**config.mk**
```make
export PLATFORM = sky130hd
export DESIGN_NAME = flow_control
export DESIGN_NICKNAME = d
export VERILOG_FILES = /design/src/rtl/flow_control_pkg.sv /design/src/rtl/flow_control_elem_select.sv /design/src/rtl/flow_control.sv
export SDC_FILE = /design/constraint.sdc
export NUM_CORES = 2
export LEC_CHECK = 0
export BUFFER_PORTS_ARGS = -buffer_cell sky130_fd_sc_hd__buf_2
export CAP_MARGIN = 20
export CORE_AREA = 4 4 377 379
export DETAILED_ROUTE_END_ITERATION = 16
export DIE_AREA = 0 0 381 383
export PLACE_DENSITY = 0.79
export SLEW_MARGIN = 30
export SYNTH_ARGS = -nofsm -noshare
export SYNTH_HDL_FRONTEND = slang
export SYNTH_SLANG_ARGS = --single-unit
```
**constraint.sdc**
```tcl
create_clock -name clk -period 90.1 [get_ports clk]
set_clock_uncertainty 0.15 [all_clocks]
set_input_delay 22.525 -clock clk [delete_from_list [all_inputs] [get_ports clk]]
set_output_delay 22.525 -clock clk [all_outputs]
set_load 0.01 [all_outputs]
```
**src/rtl/flow_control_pkg.sv**
```systemverilog
// flow_control_pkg: shared default widths, tag/index widths and FSM state encoding
package flow_control_pkg;

    localparam int I_BW_DEF = 14;
    localparam int O_BW_DEF = 14;
    localparam int N_CH_DEF = 64;
    localparam int TAG_W    = 7;
    localparam int GIDX_W   = 6;

    typedef enum logic {
        ST_IDLE   = 1'b0,
        ST_STREAM = 1'b1
    } state_e;

endpackage

```
**src/rtl/flow_control_elem_select.sv**
```systemverilog
// elem_select: picks one element of a packed vector and fits it to the output width
module elem_select
    import flow_control_pkg::*;
#(
    parameter int I_BW = I_BW_DEF,
    parameter int O_BW = O_BW_DEF,
    parameter int N_CH = N_CH_DEF,
    localparam int IW  = $clog2(N_CH)
) (
    input  logic signed [I_BW*N_CH-1:0] vec_i,
    input  logic        [IW-1:0]        idx_i,
    output logic signed [O_BW-1:0]      val_o
);

    logic signed [I_BW-1:0] elems [N_CH];
    logic signed [I_BW-1:0] elem;

    for (genvar g = 0; g < N_CH; g++) begin : g_unpack
        assign elems[g] = vec_i[g*I_BW +: I_BW];
    end

    assign elem = elems[idx_i];

    if (O_BW > I_BW) begin : g_ext
        assign val_o = {{(O_BW-I_BW){elem[I_BW-1]}}, elem};
    end else if (O_BW == I_BW) begin : g_pass
        assign val_o = elem;
    end else begin : g_sat
        // Clamp to the signed O_BW range; MIN is the bitwise complement of MAX.
        localparam logic signed [I_BW-1:0] MAX = I_BW'((64'sd1 <<< (O_BW-1)) - 64'sd1);
        localparam logic signed [I_BW-1:0] MIN = ~MAX;
        assign val_o = (elem > MAX) ? MAX[O_BW-1:0] :
                       (elem < MIN) ? MIN[O_BW-1:0] : elem[O_BW-1:0];
    end

endmodule

```
**src/rtl/flow_control.sv**
```systemverilog
// flow_control: captures wide vectors on a strobe and serializes them one element per cycle
module flow_control
    import flow_control_pkg::*;
#(
    parameter int I_BW = I_BW_DEF,
    parameter int O_BW = O_BW_DEF,
    parameter int N_CH = N_CH_DEF
) (
    input  logic                        clk,
    input  logic                        rst,
    input  logic                        di_en,
    input  logic signed [I_BW*N_CH-1:0] data_i,
    input  logic        [TAG_W-1:0]     in_group_num,
    output logic                        do_en,
    output logic signed [O_BW-1:0]      data_o,
    output logic        [GIDX_W-1:0]    out_group_idx,
    output logic        [TAG_W-1:0]     out_group_num
);

    localparam int IW = $clog2(N_CH);
    localparam logic [IW-1:0] LAST = IW'(N_CH-1);

    state_e                      state_q, state_d;
    logic        [IW-1:0]        idx_q, idx_d;
    logic signed [I_BW*N_CH-1:0] act_q, act_d;
    logic        [TAG_W-1:0]     act_tag_q, act_tag_d;
    logic signed [I_BW*N_CH-1:0] pend_q, pend_d;
    logic        [TAG_W-1:0]     pend_tag_q, pend_tag_d;
    logic                        pend_vld_q, pend_vld_d;
    logic                        do_en_q, do_en_d;
    logic signed [O_BW-1:0]      data_q, data_d;
    logic        [GIDX_W-1:0]    oidx_q, oidx_d;
    logic        [TAG_W-1:0]     otag_q, otag_d;
    logic signed [O_BW-1:0]      sel;

    elem_select #(
        .I_BW (I_BW),
        .O_BW (O_BW),
        .N_CH (N_CH)
    ) u_sel (
        .vec_i (act_q),
        .idx_i (idx_q),
        .val_o (sel)
    );

    // Next state: IDLE waits for a strobe; STREAM walks the index and swaps slots at the last one.
    always_comb begin
        state_d    = state_q;
        idx_d      = idx_q;
        act_d      = act_q;
        act_tag_d  = act_tag_q;
        pend_d     = pend_q;
        pend_tag_d = pend_tag_q;
        pend_vld_d = pend_vld_q;
        if (state_q == ST_IDLE) begin
            if (di_en) begin
                state_d   = ST_STREAM;
                idx_d     = '0;
                act_d     = data_i;
                act_tag_d = in_group_num;
            end
        end else begin
            if (di_en) begin
                pend_d     = data_i;
                pend_tag_d = in_group_num;
            end
            if (idx_q != LAST) begin
                idx_d      = idx_q + 1'b1;
                pend_vld_d = pend_vld_q | di_en;
            end else begin
                idx_d = '0;
                if (pend_vld_q) begin
                    act_d      = pend_q;
                    act_tag_d  = pend_tag_q;
                    pend_vld_d = di_en;
                end else if (di_en) begin
                    act_d     = data_i;
                    act_tag_d = in_group_num;
                end else begin
                    state_d = ST_IDLE;
                end
            end
        end
    end

    // Output stage: registered view of the current element, all zero while idle.
    always_comb begin
        do_en_d = (state_q == ST_STREAM);
        data_d  = do_en_d ? sel : '0;
        oidx_d  = do_en_d ? GIDX_W'(idx_q) : '0;
        otag_d  = do_en_d ? act_tag_q : '0;
    end

    // Control and slot registers; reset drops any group in flight and any pending vector.
    always_ff @(posedge clk or posedge rst) begin
        if (rst) begin
            state_q    <= ST_IDLE;
            idx_q      <= '0;
            act_q      <= '0;
            act_tag_q  <= '0;
            pend_q     <= '0;
            pend_tag_q <= '0;
            pend_vld_q <= 1'b0;
        end else begin
            state_q    <= state_d;
            idx_q      <= idx_d;
            act_q      <= act_d;
            act_tag_q  <= act_tag_d;
            pend_q     <= pend_d;
            pend_tag_q <= pend_tag_d;
            pend_vld_q <= pend_vld_d;
        end
    end

    // Output registers, cleared asynchronously so a reset blanks the outputs at once.
    always_ff @(posedge clk or posedge rst) begin
        if (rst) begin
            do_en_q <= 1'b0;
            data_q  <= '0;
            oidx_q  <= '0;
            otag_q  <= '0;
        end else begin
            do_en_q <= do_en_d;
            data_q  <= data_d;
            oidx_q  <= oidx_d;
            otag_q  <= otag_d;
        end
    end

    assign do_en         = do_en_q;
    assign data_o        = data_q;
    assign out_group_idx = oidx_q;
    assign out_group_num = otag_q;

endmodule

```
==> flow_summary.ini <==
[drt]
vias = 62140
dr.pass1.iters = 7
ant_nets = 0
drcViolationCount = 0
vias_per_cell = 6.528
drt_iter0_markers = 7320
drt_wl_total_um = 259800
wl_per_cell_um = 27.29

[global_routing]
grt_use_total = 0.3446
grt_pass1_wl_um = 383000
antenna_found_initial = 245
grt_max_degree = 214
grt_pass1_vias = 61800
grt.overflow.total = 0

[synthesis]
seq_area_frac_synth = 0.5769
post_synth.cell_area_avg_um2 = 11.81
synth-edff-count = 0
postSynthCellCount = 6768
synth_seq_cells = 1842
yosysWarnings = 0
synthesis.nets = 7675
synthTopCellsByArea = dfrtp_1 (58%), mux2_2 (13%), o22ai_1 (7.3%)
yosysTopAreaCell = dfrtp_1
synth_ff_type = dfrtp_1
synth_area_um2 = 79900
yosysUniqueCellTypes = 35
yosysTopAreaCellShare = 0.5769
async_reset_ff_frac = 1.000

[worst_setup_path]
cp.arrival_ns = 26.91
path_class = in -> reg
cp.required_ns = 90.66
r2r_start = idx_q[0]$_DFFE_PP0P_
crit_path_end_kind = register
worst_setup_path_start_kind = primary input
critPathMaxFanout = 91
crit_start = di_en

[power_and_ir_drop]
p_leak_nw = 38.69
powerDensity_nw_per_um2 = 31.75
irDropWorstVdd_mv = 0.02594

[timing]
final.setup.tns_ns = 0
fin_crit_sh = 0.2925
setup_viol = 0
timing.hold.ws_ns = 0.3374
slew_violations = 0
slew_headroom = 0.2253
worst_pin_slew_ns = 1.162
fmax_ghz = 0.03795
rsz0062_at_grt = false
period_needed_ns = 26.35
hold_viol = 0

[outcome]
status = completed

[clock_tree]
clock_latency_ns = 0.83
clkTransAtPathRegs_ns = 0.06
cts_hold_buf = 0
cts_buffers = 184
ctsLongestPathBuffers = 3
root_buffer = clkbuf_16
cts_setup_buffers = 0
htree_levels = 4
tritoncts = yes
cts_resized = 0
clkSinkCount = 1842

[floorplanning]
core_area_um2 = 138800
die_h_um = 383
die_x_um = 381
die_area_um2 = 145900
start_util = 0.5755
ios = 934
rows = 137

[cells_and_area]
layout_commonest_cell = dfrtp_1
finalNetCount = 8281
area_delta_synth_final_pct = 14.83
final_cell_mix = dfrtp_1 (1,838), mux2_2 (944), nor2_1 (937)
drive_gt1_frac = 0.3167
design_area_um2 = 91750

[placement]
dp_hpwl_um = 170500
port_buffers = 933
gp_congestion = 0.9496
postPlaceCellArea_um2 = 84910

[hold_path]
holdCritStartpoint = act_tag_q[0]$_DFFE_PP0P_
hold_class = reg -> reg

[flow_run]
max-cap-violations = 0
-- metrics by stage --
| stage | setup WS [ns] | power, mW | util | cells |
|---|---|---|---|---|
| after CTS | 63.33 | 2.895 | 0.6552 | 9318 |
| after global routing | 63.13 | 3.039 | 0.6599 | 9469 |
| after floorplan | 15.42 | 1.803 | - | 6768 |
| final | 63.75 | 2.913 | 0.6608 | 9519 |
| after global placement | 62.57 | 2.073 | 0.6109 | 8985 |
| after detailed placement | 62.45 | 2.113 | 0.6115 | 8987 |
-- logic make-up (layout without fill, tap and decap cells) --
| kind of cell | Yosys count | count (layout) | share of synthesized area |
|---|---|---|---|
| AOI/OAI and AO/OA | 2030 | 2030 | 0.1472 |
| DFF | 1842 | 1842 | 0.5769 |
| muxes | 1155 | 1155 | 0.1825 |
| and+or+nand+nor | 1134 | 1134 | 0.05749 |
| buffers and inverters | 605 | 1356 | 0.03564 |
| adders and majority gates | 1 | 1 | 0.0001566 |
| xor gates and xnor gates | 1 | 1 | 0.0001096 |
| other | 0 | 193 | 0 |
-- synth_stat cells (29+ instances only) --
cell      instances
nand2_1          38
a22oi_1          70
buf_2           224
buf_1            52
nor2_1          940
o22ai_1         932
a22o_1           29
mux2_2          944
buf_4            57
a21oi_1         907
dfrtp_1        1842
mux4_2          121
clkbuf_1        259
a211oi_1         56
nor2b_1          61
mux2i_1          56
-- sequential cells by signal, summed over array words and instances, names as in the netlist --
| register | count |
|---|---|
| idx_q | 6 |
| do_en | 1 |
| data_o | 14 |
| pend_q | 896 |
| act_tag_q | 7 |
| out_group_idx | 6 |
| pend_tag_q | 7 |
| act_q | 896 |
| out_group_num | 7 |
| pend_vld_q | 1 |
| do_en_d | 1 |
-- per-layer routing --
metal | part of all wire | up-vias | global-route usage
met5 | 0.0026 | - | 0
met4 | 0.071 | 100 | 0.2230
met3 | 0.11 | 820 | 0.1123
met2 | 0.45 | 3231 | 0.5019
met1 | 0.37 | 31580 | 0.4465
li1 | - | 26410 | -
-- critical path, cell delays in order --
cell     delay [ns]
buf_2          0.22
nand2_8        0.49
buf_4          0.68
buf_4          0.77
buf_6          0.64
buf_4          0.88
o22ai_1        0.23
a21oi_1        0.24
-- path summary, 6_finish.rpt --
kind	cells after the start	slack, ns	endpoint
min reg2reg	1	0.34	out_group_num[0]$_DFF_PP0_
max in group asynchronous	7	63.78	act_q[240]$_DFFE_PP0P_
min in group asynchronous	2	21.64	pend_q[800]$_DFFE_PP0P_
min	1	0.34	out_group_num[0]$_DFF_PP0_
max reg2reg	10	84.44	act_q[563]$_DFFE_PP0P_
max	8	63.75	act_q[537]$_DFFE_PP0P_
-- final cells by class --
| class | count | area [um^2] |
|---|---|---|
| antenna | 193 | 483.0 |
| clock buffer | 288 | 5529 |
| clock inverter | 43 | 528.0 |
| fill | 9940 | 47100 |
| inverter | 2 | 15.01 |
| multi-input combinational | 4321 | 31030 |
| sequential | 1842 | 46110 |
| tap | 1807 | 2261 |
| timing repair buffer | 1023 | 5794 |
-- where the power goes --
group	switching [mW]	internal [mW]
clock network	0.328	0.447
logic	0.500	0.377
registers	0.176	1.08
(Power assumes the default switching activity.)
